## src/rtl/avs_csr_pkg.sv

```systemverilog
// Shared address map and lane helpers for the Avalon-MM CSR bank.
// Constants describe the default map; the functions derive it for any parameter set.
package avs_csr_pkg;

  localparam int unsigned DEF_DATA_W   = 32;
  localparam int unsigned DEF_N_RW     = 5;
  localparam int unsigned DEF_N_RO     = 3;
  localparam int unsigned RO_BASE      = DEF_N_RW;
  localparam int unsigned IRQ_STAT_OFS = RO_BASE + DEF_N_RO;
  localparam int unsigned IRQ_MASK_OFS = IRQ_STAT_OFS + 1;
  localparam int unsigned BYTE_LANES   = DEF_DATA_W / 8;

  function automatic int unsigned ro_base_f(input int unsigned n_rw);
    return n_rw;
  endfunction

  function automatic int unsigned irq_stat_ofs_f(input int unsigned n_rw, input int unsigned n_ro);
    return n_rw + n_ro;
  endfunction

  function automatic int unsigned irq_mask_ofs_f(input int unsigned n_rw, input int unsigned n_ro);
    return n_rw + n_ro + 1;
  endfunction

  function automatic int unsigned byte_lanes_f(input int unsigned data_w);
    return data_w / 8;
  endfunction

endpackage

```

## src/rtl/avs_sync_2ff.sv

```systemverilog
// Two-flop synchronizer for quasi-static status bits crossing into the bus clock.
module avs_sync_2ff #(
  parameter int unsigned WIDTH = 1
) (
  input  logic             clk,
  input  logic             rst_n,
  input  logic [WIDTH-1:0] i_d,
  output logic [WIDTH-1:0] o_q
);

  logic [WIDTH-1:0] r_meta;
  logic [WIDTH-1:0] r_sync;

  always_ff @(posedge clk or negedge rst_n) begin
    if (!rst_n) begin
      r_meta <= '0;
      r_sync <= '0;
    end else begin
      r_meta <= i_d;
      r_sync <= r_meta;
    end
  end

  assign o_q = r_sync;

endmodule

```

## src/rtl/avalon_csr_bank.sv

```systemverilog
// Avalon-MM CSR bank: RW control regs, synchronized RO status, go strobe, optional IRQ.
// Define AVS_CSR_IRQ_EN to build IRQ_STAT/IRQ_MASK and the irq output.
module avalon_csr_bank
  import avs_csr_pkg::*;
#(
  parameter int unsigned DATA_W    = 32,
  parameter int unsigned ADDR_W    = 4,
  parameter int unsigned N_RW      = 5,
  parameter int unsigned N_RO      = 3,
  parameter int unsigned PULSE_IDX = 3,
  parameter int unsigned N_IRQ     = 4
) (
  input  logic                   avalon_clk,
  input  logic                   reset_n,
  input  logic                   chipselect,
  input  logic [ADDR_W-1:0]      address,
  input  logic                   write,
  input  logic [DATA_W-1:0]      writedata,
  input  logic [DATA_W/8-1:0]    byteenable,
  input  logic                   read,
  output logic [DATA_W-1:0]      readdata,
  output logic                   readdatavalid,
  output logic [N_RW*DATA_W-1:0] rw_q,
  input  logic [N_RO*DATA_W-1:0] ro_d,
  output logic                   go_pulse,
  input  logic [N_IRQ-1:0]       irq_src,
  output logic                   irq
);

  localparam int unsigned BE_W       = byte_lanes_f(DATA_W);
  localparam int unsigned RO_BASE_A  = ro_base_f(N_RW);
  localparam int unsigned IRQ_STAT_A = irq_stat_ofs_f(N_RW, N_RO);
  localparam int unsigned IRQ_MASK_A = irq_mask_ofs_f(N_RW, N_RO);

  logic [DATA_W-1:0]      r_rw [N_RW];
  logic [N_RO*DATA_W-1:0] w_ro_sync;
  logic [DATA_W-1:0]      w_be_mask;
  logic [DATA_W-1:0]      w_rd_data;
  logic [DATA_W-1:0]      r_readdata;
  logic                   r_readdatavalid;
  logic                   r_go;
  logic                   w_wr;
  logic                   w_rd;

  assign w_wr = chipselect & write;
  assign w_rd = chipselect & read;

  avs_sync_2ff #(.WIDTH(N_RO*DATA_W)) u_ro_sync (
    .clk   (avalon_clk),
    .rst_n (reset_n),
    .i_d   (ro_d),
    .o_q   (w_ro_sync)
  );

  always_comb begin
    w_be_mask = '0;
    for (int k = 0; k < BE_W; k++) w_be_mask[k*8 +: 8] = {8{byteenable[k]}};
  end

  always_ff @(posedge avalon_clk or negedge reset_n) begin
    if (!reset_n) begin
      for (int i = 0; i < N_RW; i++) r_rw[i] <= '0;
    end else if (w_wr) begin
      for (int i = 0; i < N_RW; i++)
        if (address == ADDR_W'(i)) r_rw[i] <= (r_rw[i] & ~w_be_mask) | (writedata & w_be_mask);
    end
  end

  always_comb begin
    rw_q = '0;
    for (int i = 0; i < N_RW; i++) rw_q[i*DATA_W +: DATA_W] = r_rw[i];
  end

`ifdef AVS_CSR_IRQ_EN
  logic [N_IRQ-1:0] r_irq_stat;
  logic [N_IRQ-1:0] r_irq_mask;
  logic [N_IRQ-1:0] w_w1c;
  logic             r_irq;

  assign w_w1c = (w_wr && address == ADDR_W'(IRQ_STAT_A)) ? N_IRQ'(writedata & w_be_mask) : '0;

  // A source held high during a W1C keeps its bit set.
  always_ff @(posedge avalon_clk or negedge reset_n) begin
    if (!reset_n) begin
      r_irq_stat <= '0;
      r_irq_mask <= '0;
      r_irq      <= 1'b0;
    end else begin
      r_irq_stat <= (r_irq_stat & ~w_w1c) | irq_src;
      if (w_wr && address == ADDR_W'(IRQ_MASK_A))
        r_irq_mask <= (r_irq_mask & ~N_IRQ'(w_be_mask)) | N_IRQ'(writedata & w_be_mask);
      r_irq <= |(r_irq_stat & r_irq_mask);
    end
  end

  assign irq = r_irq;
`else
  logic w_unused_irq_src;
  assign w_unused_irq_src = ^irq_src;
  assign irq = 1'b0;
`endif

  // Read mux sees pre-write state, so same-cycle read/write returns the old value.
  always_comb begin
    w_rd_data = '0;
    for (int i = 0; i < N_RW; i++)
      if (address == ADDR_W'(i)) w_rd_data = r_rw[i];
    for (int i = 0; i < N_RO; i++)
      if (address == ADDR_W'(RO_BASE_A + i)) w_rd_data = w_ro_sync[i*DATA_W +: DATA_W];
`ifdef AVS_CSR_IRQ_EN
    if (address == ADDR_W'(IRQ_STAT_A)) w_rd_data = DATA_W'(r_irq_stat);
    if (address == ADDR_W'(IRQ_MASK_A)) w_rd_data = DATA_W'(r_irq_mask);
`endif
  end

  always_ff @(posedge avalon_clk or negedge reset_n) begin
    if (!reset_n) begin
      r_readdata      <= '0;
      r_readdatavalid <= 1'b0;
      r_go            <= 1'b0;
    end else begin
      r_readdatavalid <= w_rd;
      if (w_rd) r_readdata <= w_rd_data;
      r_go <= w_wr && (address == ADDR_W'(PULSE_IDX));
    end
  end

  assign readdata      = r_readdata;
  assign readdatavalid = r_readdatavalid;
  assign go_pulse      = r_go;

endmodule
```

## config.mk

```make
export PLATFORM = sky130hd
export DESIGN_NAME = avalon_csr_bank
export DESIGN_NICKNAME = d
export VERILOG_FILES = /design/src/rtl/avs_csr_pkg.sv /design/src/rtl/avs_sync_2ff.sv /design/src/rtl/avalon_csr_bank.sv
export SDC_FILE = /design/constraint.sdc
export NUM_CORES = 1
export LEC_CHECK = 0
export BUFFER_PORTS_ARGS = -buffer_cell sky130_fd_sc_hd__buf_2
export CORE_MARGIN = 2
export CORE_UTILIZATION = 47
export DETAILED_ROUTE_END_ITERATION = 10
export GPL_TIMING_DRIVEN = 1
export PLACE_DENSITY = 0.74
export SYNTH_ARGS = -nofsm -noshare
export SYNTH_HDL_FRONTEND = slang
export SYNTH_SLANG_ARGS = --single-unit
```

## constraint.sdc

```tcl
create_clock -name avalon_clk -period 1.1 [get_ports avalon_clk]
set_input_delay 0 -clock avalon_clk [delete_from_list [all_inputs] [get_ports avalon_clk]]
set_output_delay 0 -clock avalon_clk [all_outputs]
set_load 0.02 [all_outputs]
```

# After elaboration in Yosys (flattened, before gate mapping)
# Cells that the tools add are included.
# totals
out_inout_bits,195
elab_cells,46
reg_bits,386
# classes
n_eq_ne,7
bitwise_logic,14
n_mux,8
reduce_logical,7
# op_table
cell,n
32-bit two-way mux,8
32-bit AND,6
32-bit bitwise OR,5
32-bit NOT,1
4-bit by 3-bit equality test with 1-bit output (second input constant),4
2-bit AND reduction,5
4-bit by 2-bit equality test with 1-bit output (second input constant),2
4-bit by 1-bit equality test with 1-bit output (second input constant),1
4-bit logical NOT,1
1-bit AND,2
1-bit logical AND,1

# Longest topological paths before layout
# logic_depth
ltp_word,9
mapped_depth,8

# By module
# A second synthesis with hierarchy kept.
# hier_totals
hier_cells,1035
hier_area_um2,14707.9
# by_module_without_submodules
mod,n_inst,area_each_um2,cells_per_inst,seq_area_each_um2
avalon_csr_bank,1,9903.2,843,4854.7
avs_sync_2ff,1,4804.6,192,4804.6

# Least setup slack after synthesis
# OpenSTA, ideal clock, no wires.
# synth_path
path_type,input-to-reg
from,in address[3]
to,reg with a tool-made name
setup_ns,0.125
required_ns,0.975
cell_stages,5
t_arrival_ns,1.247
path_slack_ns,-0.272
path_cell_list,or2_1 -> buf_4 -> nor3_4 -> nand2_4 -> mux2_4
# synth_rtl
element,line,rtl
"start, declared",avalon_csr_bank.sv:16,"input logic [ADDR_W-1:0] address,"

==> results.tsv <==
stage	metric	value	unit
pwr	leakage	11.4	nW
logic_synthesis	Synth Net Count	1137	
cts	H-tree levels	2	
timing	maximum clock rate	762	MHz
logic_synthesis	largest family of logic cells by synthesized area	multiplexers	
placed_design	IO buf count	334	
pwr	PwrDens	1720	nW/um2
floorplanning	Top-Level Pins	340	
final_layout	Final nets	1886	
global_routing	total global-route track usage	0.329	
route	remaining antenna violation count	0	
logic_synthesis	post-synthesis mux area share	0.146	
cts	Worst-Skew Late Latency	0.53	ns
status	outcome	complete, but fails checks	
global_routing	largest net degree at the start of global routing	47	
floorplanning	CORE AREA	30500	um2
pwr	sw frac	0.282	
cts	clock buffer depth	3	
worst_setup_path	crit-path max cell delay	0.41	ns
route	total number of vias	12700	
route	TritonRoute pass-1 iters	5	
final_layout	fraction of layout cells with a size suffix above 1	0.552	
timing	clock skew	0.0116	ns
global_routing	first-pass GRT wire length	81200	um
final_layout	synth-to-layout area growth	64.0	%
cts	cts bufs inserted	40	
placed_design	Final Wtd Congestion	0.851	
cts	CTS tree	built	
floorplanning	num rows	64	
route	Total Wirelength	57200	um
placed_design	DP Area	18600	um2
timing	Final Hold Viols	21	
pwr	Int Pwr	29.3	mW
pwr	Gate power share	0.234	
worst_setup_path	CP arrival	1.72	ns
logic_synthesis	Seq/Total Area, Yosys	0.666	
logic_synthesis	Post-Syn Instances	992	
logic_synthesis	Main synth FF type	dfrtp_1	
timing	worst-margin pin slew	0.785	ns
global_routing	initial antenna violation count	4	
logic_synthesis	EDFF count, synth	0	
timing	pins over their slew limit	0	
cts	clk sinks	386	
floorplanning	DIE HEIGHT	180	um
placed_design	post-DP HPWL	31300	um
logic_synthesis	unique cell type count in the Yosys netlist	47	
timing	Fin Hold WS	-0.0486	ns
logic_synthesis	XOR/XNOR Fraction of Synth Area	0	
worst_setup_path	slowest stage cell, crit path	dfrtp_2	
final_layout	post-route non-filler standard cell count	2170	
final_layout	leading cell type in the layout, fill and taps excluded	dfrtp_1	
route	DR WL/cell	26.4	um
global_routing	GR Overflow Total	0	
timing	setup ws final	-0.212	ns
cts	Post-CTS Hold Fix Bufs	134	
route	# DRC	0	
final_layout	final non-filler cell area	23800	um2
logic_synthesis	Mapped Area	14500	um2
pwr	sequential share of power	0.407	
logic_synthesis	simple-gate share of the synthesized area	0.0542	
timing	period utilisation layout	1.19	
route	Vias/cell	5.86	
worst_setup_path	crit end category	flip-flop	
route	Iteration-0 DRC Markers	961	
logic_synthesis	syn_area_per_cell	14.6	um2
logic_synthesis	#FFs+latches synth	386	
logic_synthesis	Synth Warn #	0	
timing	minimum clock period	1.31	ns
global_routing	vias in the first global route	13700	
floorplanning	Initial Util	0.475	
worst_setup_path	critical path class	reg -> reg	
cts	clock root cell	clkbuf_16	
logic_synthesis	post-synthesis adder-cell area fraction	0	
logic_synthesis	compound-gate portion of the synthesized area	0.113	
status	failing checks	hold timing, setup timing	
pwr	Clock Power Share	0.358	
final_layout	most frequent cells in the layout	dfrtp_1 (369), buf_6 (262), buf_4 (194), mux2_2 (146), buf_2 (144)	
pwr	net switching power	11.5	mW
timing	RSZ-0062 raised after global routing	true	
floorplanning	full die area	32300	um2
worst_setup_path	nature of the critical path startpoint	flip-flop	
placed_design	dpl cells	1861	
worst_setup_path	critical-path cell list	mux2i_1 -> a2bb2oi_2 -> o21ai_2 -> a221o_1	
timing	Slew Limit Headroom	0.475	
worst_setup_path	CP bufs+invs	0	
logic_synthesis	asr flop ratio synth	1.00	
hold_path	hold crit path type	in -> async	
worst_setup_path	crit path max fanout	2	
worst_setup_path	Required @ worst endpoint	1.51	ns
worst_setup_path	Crit path max-delay family	compound AO/OA/AOI/OAI gates	
timing	endpoints failing setup	126	
pwr	Worst VDD drop	1400	uV
cts	register clock-pin slew on the reported worst setup and hold paths	0.07	ns
run	Max-cap violations	0	
floorplanning	Die W	180	um
## kinds of logic after synthesis
family	after synthesis
flops	386
simple gates	131
other cells	1
compound gates	219
mux	188
buf+inv	67
## worst register-to-register path, delay by kind of cell, from the launching register on
family	cells	cell delay [ns]
compound gates	3	0.58
flops	1	0.41
mux	1	0.22
## final timing paths
| path | from | endpoint | slack (ns) | depth (start not counted) |
|---|---|---|---|---|
| max | flip-flop | readdata[0]$_DFFE_PN0P_ | -0.21 | 4 |
| min | reset_n | asynchronous set/reset pin | -0.05 | 2 |
| max reg2reg | flip-flop | readdata[0]$_DFFE_PN0P_ | -0.21 | 4 |
| min reg2reg | u_ro_sync.r_meta[80]$_DFF_PN0_ | u_ro_sync.o_q[80]$_DFF_PN0_ | 0.34 | 0 |
| max in group asynchronous | reset_n | asynchronous set/reset pin | 0.43 | 4 |
| min in group avalon_clk | address[2] | go_pulse$_DFF_PN0_ | 0.01 | 4 |
## per-stage QoR
stage / setup TNS, ns / power, mW / utilization / hold slack (ns) / setup WS (ns)
6_report: -9.48 / 40.8 / 0.780 / -0.0486 / -0.212
5_1_grt: -14.41 / 41.9 / 0.780 / -0.0274 / -0.253
4_1_cts: -8.29 / 39.5 / 0.758 / -0.0616 / -0.145
3_5_place_dp: -77.05 / 23.0 / 0.610 / -0.100 / -0.496
3_3_place_gp: -73.17 / 22.8 / 0.610 / -0.102 / -0.455
2_1_floorplan: -32.37 / 19.6 / - / -0.296 / -0.245
## per-layer routing
metal  share of wire  global-route usage  up-vias
met5         0.00028                   0        -
met4           0.077               0.217        2
met3           0.078              0.0683      305
met2            0.49               0.542      844
met1            0.36               0.394     6385
li1                -                   -     5178
## power by group through the flow
stage / Sequential [mW] / Clock, mW / Combinational, mW
detailed placement: 16.6 / 0 / 6.40
finish: 16.6 / 14.6 / 9.56
CTS: 16.4 / 14.4 / 8.62
global route: 16.7 / 15.3 / 9.94
floorplan: 17.7 / 0 / 1.90
global placement: 16.5 / 0 / 6.26
## synthesized netlist by cell type, types with 2 or more instances
cell type / instances / area (um2)
buf_4: 4 / 30.0
nand3_1: 3 / 15.0
o21a_1: 16 / 120
o32ai_1: 28 / 245
mux2_2: 147 / 1660
nand2_2: 13 / 81.3
clkbuf_1: 37 / 139
nand2b_1: 15 / 93.8
buf_2: 12 / 60.1
a22oi_1: 2 / 15.0
nand2_1: 21 / 78.8
nor3_1: 24 / 120
inv_1: 5 / 18.8
dfrtp_1: 386 / 9660
nor2b_1: 4 / 25.0
a221oi_1: 27 / 236
o221ai_1: 3 / 26.3
a31oi_1: 19 / 119
nor4_4: 3 / 63.8
o311a_1: 2 / 20.0
a211oi_1: 17 / 128
nor2_1: 21 / 78.8
o2bb2ai_1: 11 / 96.3
a2bb2oi_1: 12 / 105
nand2_4: 4 / 45.0
a21o_1: 17 / 128
mux2_1: 9 / 101
o21ai_0: 47 / 235
buf_1: 5 / 18.8
a221o_1: 12 / 120
mux2_4: 8 / 120
mux2i_1: 24 / 240
buf_6: 3 / 33.8
a21oi_1: 2 / 10.0
nand3b_1: 17 / 128
## cell type report
class / count / area [um2]
repair buffers: 768 / 7170
clock inverters: 17 / 234
well taps: 396 / 495
multi-input cells: 539 / 5000
flip-flops and latches: 386 / 9680
inverters: 6 / 25.0
clock buffers: 55 / 1170
diodes: 3 / 7.51
fillers: 1581 / 6720
## repair_timing
action	CTS	global route
setup buffers	74	29
pin swaps	12	23
hold endpoints to repair	646	21
setup endpoints to repair	200	232
gates cloned	0	3
gates resized for setup	394	110
(Power assumes the default switching activity.)
